**src/rtl/cp0_timer_int_pkg.sv**
```systemverilog
// cp0_timer_int_pkg -- shared CP0 register numbers and write-port record.
// Holds the CP0 register address constants used by the CP0 blocks
// (Status/Cause/EPC alongside the timer's Count/Compare) and the packed
// write request struct consumed by cp0_timer_int.
package cp0_timer_int_pkg;

  localparam logic [4:0] CP0_COUNT   = 5'd9;
  localparam logic [4:0] CP0_COMPARE = 5'd11;
  localparam logic [4:0] CP0_STATUS  = 5'd12;
  localparam logic [4:0] CP0_CAUSE   = 5'd13;
  localparam logic [4:0] CP0_EPC     = 5'd14;

  localparam int         EXT_INT_W    = 6;
  localparam logic       WRITE_ENABLE = 1'b1;
  localparam logic       READ_ENABLE  = 1'b1;

  typedef struct packed {
    logic        we;
    logic [4:0]  addr;
    logic [31:0] data;
  } cp0_wr_t;

endpackage

```
**src/rtl/cp0_timer_int_sync.sv**
```systemverilog
// int_sync -- WIDTH-bit two-flop synchronizer for asynchronous level inputs.
// Ports:
//   clk  : sampling clock
//   rst  : asynchronous active-high reset, clears both stages
//   d_i  : asynchronous input levels
//   q_o  : synchronized levels, two rising edges of latency
module int_sync #(
  parameter int WIDTH = 1
) (
  input  logic             clk,
  input  logic             rst,
  input  logic [WIDTH-1:0] d_i,
  output logic [WIDTH-1:0] q_o
);

  logic [WIDTH-1:0] meta_d, meta_q;
  logic [WIDTH-1:0] sync_d, sync_q;

  always_comb begin
    meta_d = d_i;
    sync_d = meta_q;
  end

  always_ff @(posedge clk or posedge rst) begin
    if (rst) begin
      meta_q <= '0;
      sync_q <= '0;
    end else begin
      meta_q <= meta_d;
      sync_q <= sync_d;
    end
  end

  assign q_o = sync_q;

endmodule

```
**src/rtl/cp0_timer_int.sv**
```systemverilog
// cp0_timer_int -- CP0 Count/Compare timer plus hardware interrupt sync.
// Count advances once every two clocks; a Compare write arms the timer and
// clears any pending timer interrupt; a match of Count and Compare while
// armed sets a sticky pending flag that is merged onto HW5.
// Ports:
//   cpu_clk_50M : system clock, rising edge
//   cpu_rst     : asynchronous active-high reset
//   ext_int_i   : asynchronous HW0..HW5 interrupt levels
//   we/waddr/wdata : CP0 write port (Count and Compare decoded here)
//   re/raddr    : CP0 read port
//   data_o      : Count/Compare read data, zero otherwise
//   int_o       : pending hardware interrupts for Cause IP[7:2]
//   timer_int_o : timer interrupt pending
module cp0_timer_int
  import cp0_timer_int_pkg::*;
(
  input  logic                 cpu_clk_50M,
  input  logic                 cpu_rst,
  input  logic [EXT_INT_W-1:0] ext_int_i,
  input  logic                 we,
  input  logic [4:0]           waddr,
  input  logic [31:0]          wdata,
  input  logic                 re,
  input  logic [4:0]           raddr,
  output logic [31:0]          data_o,
  output logic [EXT_INT_W-1:0] int_o,
  output logic                 timer_int_o
);

  cp0_wr_t wr;
  logic    wr_count, wr_compare;

  logic [31:0] count_d, count_q;
  logic [31:0] compare_d, compare_q;
  logic        phase_d, phase_q;
  logic        armed_d, armed_q;
  logic        tpend_d, tpend_q;

  logic [EXT_INT_W-1:0] ext_sync;

  always_comb begin
    wr.we   = we;
    wr.addr = waddr;
    wr.data = wdata;
  end

  assign wr_count   = (wr.we == WRITE_ENABLE) && (wr.addr == CP0_COUNT);
  assign wr_compare = (wr.we == WRITE_ENABLE) && (wr.addr == CP0_COMPARE);

  always_comb begin
    count_d   = count_q;
    compare_d = compare_q;
    phase_d   = ~phase_q;
    armed_d   = armed_q;
    tpend_d   = tpend_q;

    // Natural 32-bit wrap on overflow.
    if (phase_q) count_d = count_q + 32'd1;

    // Software Count write beats the increment and restarts the divider.
    if (wr_count) begin
      count_d = wr.data;
      phase_d = 1'b0;
    end

    // Compare write acknowledges the interrupt and wins over a match
    // seen in the same cycle. Match uses pre-edge count/compare.
    if (wr_compare) begin
      compare_d = wr.data;
      armed_d   = 1'b1;
      tpend_d   = 1'b0;
    end else if (armed_q && (count_q == compare_q)) begin
      tpend_d   = 1'b1;
    end
  end

  always_ff @(posedge cpu_clk_50M or posedge cpu_rst) begin
    if (cpu_rst) begin
      count_q   <= '0;
      compare_q <= '0;
      phase_q   <= 1'b0;
      armed_q   <= 1'b0;
      tpend_q   <= 1'b0;
    end else begin
      count_q   <= count_d;
      compare_q <= compare_d;
      phase_q   <= phase_d;
      armed_q   <= armed_d;
      tpend_q   <= tpend_d;
    end
  end

  int_sync #(.WIDTH(EXT_INT_W)) u_int_sync (
    .clk (cpu_clk_50M),
    .rst (cpu_rst),
    .d_i (ext_int_i),
    .q_o (ext_sync)
  );

  // Only registered signals reach int_o: no path from ext_int_i.
  assign int_o       = {ext_sync[5] | tpend_q, ext_sync[4:0]};
  assign timer_int_o = tpend_q;

  // Reads return registered (pre-edge) state, never the write data.
  always_comb begin
    data_o = '0;
    if (!cpu_rst && (re == READ_ENABLE)) begin
      if (raddr == CP0_COUNT)        data_o = count_q;
      else if (raddr == CP0_COMPARE) data_o = compare_q;
    end
  end

endmodule

```
**config.mk**
```make
export PLATFORM = sky130hd
export DESIGN_NAME = cp0_timer_int
export DESIGN_NICKNAME = d
export VERILOG_FILES = /design/src/rtl/cp0_timer_int_pkg.sv /design/src/rtl/cp0_timer_int_sync.sv /design/src/rtl/cp0_timer_int.sv
export SDC_FILE = /design/constraint.sdc
export NUM_CORES = 1
export LEC_CHECK = 0
export CAP_MARGIN = 15
export CORE_MARGIN = 1.5
export CORE_UTILIZATION = 47
export DETAILED_ROUTE_END_ITERATION = 10
export GPL_TIMING_DRIVEN = 0
export PLACE_DENSITY = 0.77
export SLEW_MARGIN = 0
export SYNTH_ARGS = -nofsm -noshare
export SYNTH_HDL_FRONTEND = slang
export SYNTH_SLANG_ARGS = --single-unit
```
**constraint.sdc**
```tcl
create_clock -name cpu_clk_50M -period 2.83 [get_ports cpu_clk_50M]
set_input_delay 0.283 -clock cpu_clk_50M [delete_from_list [all_inputs] [get_ports cpu_clk_50M]]
set_output_delay 0.283 -clock cpu_clk_50M [all_outputs]
set_load 0.05 [all_outputs]
```
After elaboration in Yosys (flattened, before gate mapping)
Index checks and enable logic that the tools add are counted.
{"block": "totals", "mem_bits_rw": 0, "input_bits": 52, "rom_bits": 0, "latch_bits": 0, "output_inout_bits": 39, "regBits": 79, "n_memories": 0}
{"block": "classes", "order_cmp": 0, "multipliers": 0, "n_div": 0, "addsub": 1, "n_eq_ne": 5, "shifts": 0, "n_mux": 8, "reduce_logical": 7, "n_bitwise": 2}
{"operator": "$mux W32", "n": 5}
{"operator": "$add A32 B1 Y32 const B", "n": 1}
{"operator": "$eq A32 B32 Y1", "n": 1}
{"operator": "$eq A5 B4 Y1 const B", "n": 4}
{"operator": "$logic_and A1 B1 Y1", "n": 4}
{"operator": "$reduce_bool A2 Y1", "n": 2}
{"operator": "$mux W1", "n": 3}
{"operator": "$logic_not A1 Y1", "n": 1}
{"operator": "$not A1 Y1", "n": 1}
{"operator": "$or A1 B1 Y1", "n": 1}

Logic depth before layout (Yosys ltp)
{"block": "depth", "depth_word": 4, "mapped_depth": 7, "mapped_depth_nobuf": 6}

Cells and area by module
Synthesis repeated with hierarchy kept, for this count alone.
{"block": "unflattened", "hier_cells": 421, "area_unflattened_um2": 4314.1}
{"module": "cp0_timer_int", "area_each_um2": 4010.1, "cells_per_inst": 408, "n_inst": 1}
{"module": "int_sync", "area_each_um2": 304.0, "cells_per_inst": 13, "n_inst": 1}

Worst setup path before layout
No wires, ideal clock.
{"block": "synth_timing", "kind": "input port to output port", "start": "in cpu_rst", "end": "out data_o[10]", "required_ns": 2.547, "arrival_ns": 3.311, "setup_slack_ns": -0.764, "cell_stages": 4, "path_buffers": 1, "path_cell_list": "inv_1 -> nand3_1 -> clkbuf_1 -> nor2_1"}
{"block": "synth_via", "elab_chain_len": 3}
{"item": "start: declaration", "line_no": "cp0_timer_int.sv:18", "rtl": "input logic cpu_rst,"}
{"item": "$logic_not A1 Y1", "line_no": "cp0_timer_int.sv:107", "rtl": "if (!cpu_rst && (re == READ_ENABLE)) begin"}
{"item": "$logic_and A1 B1 Y1", "line_no": "cp0_timer_int.sv:107"}
{"item": "$mux W32", "line_no": "cp0_timer_int.sv:107"}
{"item": "end: declaration", "line_no": "cp0_timer_int.sv:25", "rtl": "output logic [31:0] data_o,"}
Every way passes these cells.

Final worst setup path
{"block": "layout_timing", "start": "in cpu_rst", "end": "out data_o[13]"}
Same word-level chain as after synthesis.

==> flow_metrics.tcl <==
set metrics [dict create \
    path_cells "clkdlybuf4s50_1 > clkinvlp_4 > buf_12 > nand3_1 > clkbuf_2 > nor2_1 > dlygate4sd2_1" \
    diodes 0 \
    syn_inst 415 \
    pre_cts_ws_ps -1110 \
    synth_area_sq_um 4320 \
    grt_pass1_wl_um 17300 \
    fin_crit_ps 2700 \
    p_clk_frac 0.224 \
    synthFlopType "dfrtp_1" \
    max_stage_delay_ps 530 \
    synth_edf_count 0 \
    status "finished, violations left" \
    cts_root_buffer "clkbuf_8" \
    r2r_start "count_q[0]" \
    clk_pin_slew_ps 80 \
    globalRoute.totalOverflow 0 \
    postLayoutSetupSlackWorst_ps 125 \
    drive_gt1_frac 0.193 \
    swShare 0.350 \
    p_int_mw 2.17 \
    rrSetupSlack_ps 750 \
    p_per_area_nw_per_um2 613 \
    synthArstFlopShare 1.00 \
    slowest_stage "dlygate4sd2_1" \
    place_congestion 0.868 \
    worstHoldPathType "flop to flop" \
    setup_viol 0 \
    nNetsFinal 571 \
    cts.sinks 79 \
    core_area_sq_um 8810 \
    dieWidth_um 98.9 \
    max_slew_margin 0.365 \
    ys_types 33 \
    path_class "primary input to output pin" \
    ant_nets 0 \
    hold_buffers 0 \
    p_leak_nw 2.37 \
    worst_slew_pin_slew_ps 948 \
    finClkSkew_ps 8.81 \
    fp-row-count 34 \
    synth.avg_cell_area_sq_um 10.4 \
    crit_end "data_o[13]" \
    grt_pass1_vias 3497 \
    antenna_found_initial 0 \
    dpl.hpwl_um 7740 \
    die_h_um 98.9 \
    end_kind "output pin" \
    die_area_sq_um 9780 \
    wl_per_cell_um 16.6 \
    track_usage 0.229 \
    ys_warn_count 0 \
    first_iter_violations 148 \
    ir_drop_uv 267 \
    slew_violations 0 \
    critPathArrivalTime_ps 2420 \
    violations "design-rule violations" \
    tritoncts "yes" \
    ys_ff_latch 79 \
    reg2reg_depth 6 \
    total_power_mw 3.34 \
    startpoint "cpu_rst" \
    cts_max_level 3 \
    grt_max_degree 44 \
    clock_latency_ps 360 \
    critPathLaunchType "primary input" \
    first_pass_iters 7 \
    p_sw_mw 1.17 \
    drv_cap 0 \
    critPathMaxFanout 43 \
    nFillCells 742 \
    syn_nets 468 \
    areaGrowthSynthToFinish_pct 26.2 \
    vias 3355 \
    combPwrFrac 0.285 \
    drcViolationCount 5 \
    clock_tree.buffer_depth 2 \
    rr_endpoint "count_q[30]" \
    vias_per_cell 5.32 \
    fmax_mhz 370 \
    cts_made_buffers 9 \
    wl_um 10500 \
    hold_viol 0 \
    ios 91 \
    initial_core_util 0.491 \
    portBuffers 89 \
    worstPathRequired_ps 2550 \
    post-route-period-util 0.956 \
    pwr-share-seq 0.491 \
    synth-seq-area-share 0.457 \
]
==> cells by family (layout without fill, tap and decap cells) <==
group                      count (synthesis)  after routing  synth area share
and+or+nand+nor                          144            144             0.173
DFF                                       79             79             0.457
muxes                                     66             66             0.162
xor gates and xnor gates                  63             63             0.128
AOI/OAI and AO/OA                         32             32            0.0371
buffers and inverters                     30            138            0.0391
adders and majority gates                  1              1           0.00289
==> flip-flops by register name, indices dropped and copies added (netlist names) <==
name / flops
phase_q: 1
timer_int_o: 1
count_q: 32
u_int_sync.meta_q: 6
armed_q: 1
compare_q: 32
u_int_sync.q_o: 6
==> per-stage QoR <==
| stage | cells | TNS, ps | hold slack [ps] | utilization | instance area (sq um) |
|---|---|---|---|---|---|
| 2_1_floorplan | 415 | 0 | 314 | - | 4330 |
| 3_3_place_gp | 612 | -57380 | 331 | 0.608 | 5350 |
| 3_5_place_dp | 613 | -31780 | 336 | 0.610 | 5370 |
| 4_1_cts | 631 | 0 | 340 | 0.627 | 5520 |
| 5_1_grt | 631 | -0.407 | 329 | 0.619 | 5450 |
| 6_report | 631 | 0 | 353 | 0.619 | 5450 |
==> cells in the mapped netlist, types with 2 or more instances <==
cell type / count / area (sq um)
buf_2: 4 / 20.0
nor2_1: 37 / 139
buf_4: 6 / 45.0
mux2_2: 33 / 372
xor2_1: 36 / 315
and3_1: 8 / 50.1
nand3_1: 18 / 90.1
nor4_4: 3 / 63.8
dfrtp_1: 79 / 1980
nand2_1: 43 / 161
nor3_1: 5 / 25.0
clkbuf_1: 13 / 48.8
o21ai_1: 8 / 40.0
and2_1: 2 / 12.5
nand4_1: 13 / 81.3
nor4_1: 5 / 31.3
and4_2: 2 / 20.0
inv_1: 3 / 11.3
xnor2_1: 27 / 236
clkbuf_8: 2 / 27.5
mux2i_1: 33 / 330
o21ai_0: 24 / 120
==> layout make-up <==
| class | instances | area, sq um | share of cell area |
|---|---|---|---|
| buffer | 27 | 161 | 0.0296 |
| clock buffer | 10 | 128 | 0.0234 |
| tap | 108 | 135 | 0.0248 |
| sequential | 79 | 1980 | 0.363 |
| multi-input combinational | 306 | 2180 | 0.399 |
| clock inverter | 6 | 45.0 | 0.00826 |
| inverter | 3 | 15.0 | 0.00275 |
| timing repair buffer | 91 | 811 | 0.149 |
| timing repair inverter | 1 | 5.00 | 0.000918 |
==> metal layers <==
metal / routed length (um) / up-vias / track usage
met5: 0 / - / 0
met4: 105 / 0 / 0.0593
met3: 532 / 8 / 0.0468
met2: 5160 / 90 / 0.380
met1: 4700 / 1624 / 0.308
li1: - / 1633 / -
==> power by group through the flow <==
stage | Clock (mW) | Combinational, mW | Sequential [mW]
floorplan | 0 | 0.696 | 1.60
detailed placement | 0 | 0.949 | 1.66
global route | 0.825 | 1.04 | 1.69
CTS | 0.766 | 0.957 | 1.64
finish | 0.749 | 0.953 | 1.64
global placement | 0 | 0.931 | 1.65
==> critical path: cells and delay by family <==
family / cells / cell delay, ps
simple gates: 2 / 380
buf+inv: 5 / 1730
==> worst min path at each step <==
stage,to,slack [ps],from,cells after the start
detailed placement,u_int_sync.q_o[3],340,u_int_sync.meta_q[3],0
finish,u_int_sync.q_o[3],350,u_int_sync.meta_q[3],0
global route,u_int_sync.meta_q[0],330,ext_int_i[0],1
CTS,u_int_sync.meta_q[0],340,ext_int_i[0],1
global placement,u_int_sync.q_o[1],330,u_int_sync.meta_q[1],0
floorplan,u_int_sync.meta_q[0],310,ext_int_i[0],0
==> cells in the final DEF (no fill, tap or decap), types with 4 or more instances in the layout <==
cell type,synthesis,routed
nand4_1,13,13
clkbuf_8,2,11
nor4_1,5,5
clkbuf_1,13,11
mux2_2,33,33
clkdlybuf4s15_1,0,6
nand2_1,43,43
and3_1,8,8
clkdlybuf4s50_1,0,57
o21ai_1,8,8
mux2i_1,33,33
xnor2_1,27,27
dfrtp_1,79,79
clkinvlp_4,0,4
xor2_1,36,36
o21ai_0,24,24
nand3_1,18,18
buf_2,4,4
clkbuf_2,1,26
buf_4,6,7
nor2_1,37,37
nor3_1,5,5
==> timing repair <==
action	CTS	global route
setup buffers	1	0
cloned	1	0
resized for setup	33	53
endpoints found under the setup margin	32	31
No activity file was read; power rests on OpenSTA's default activity.
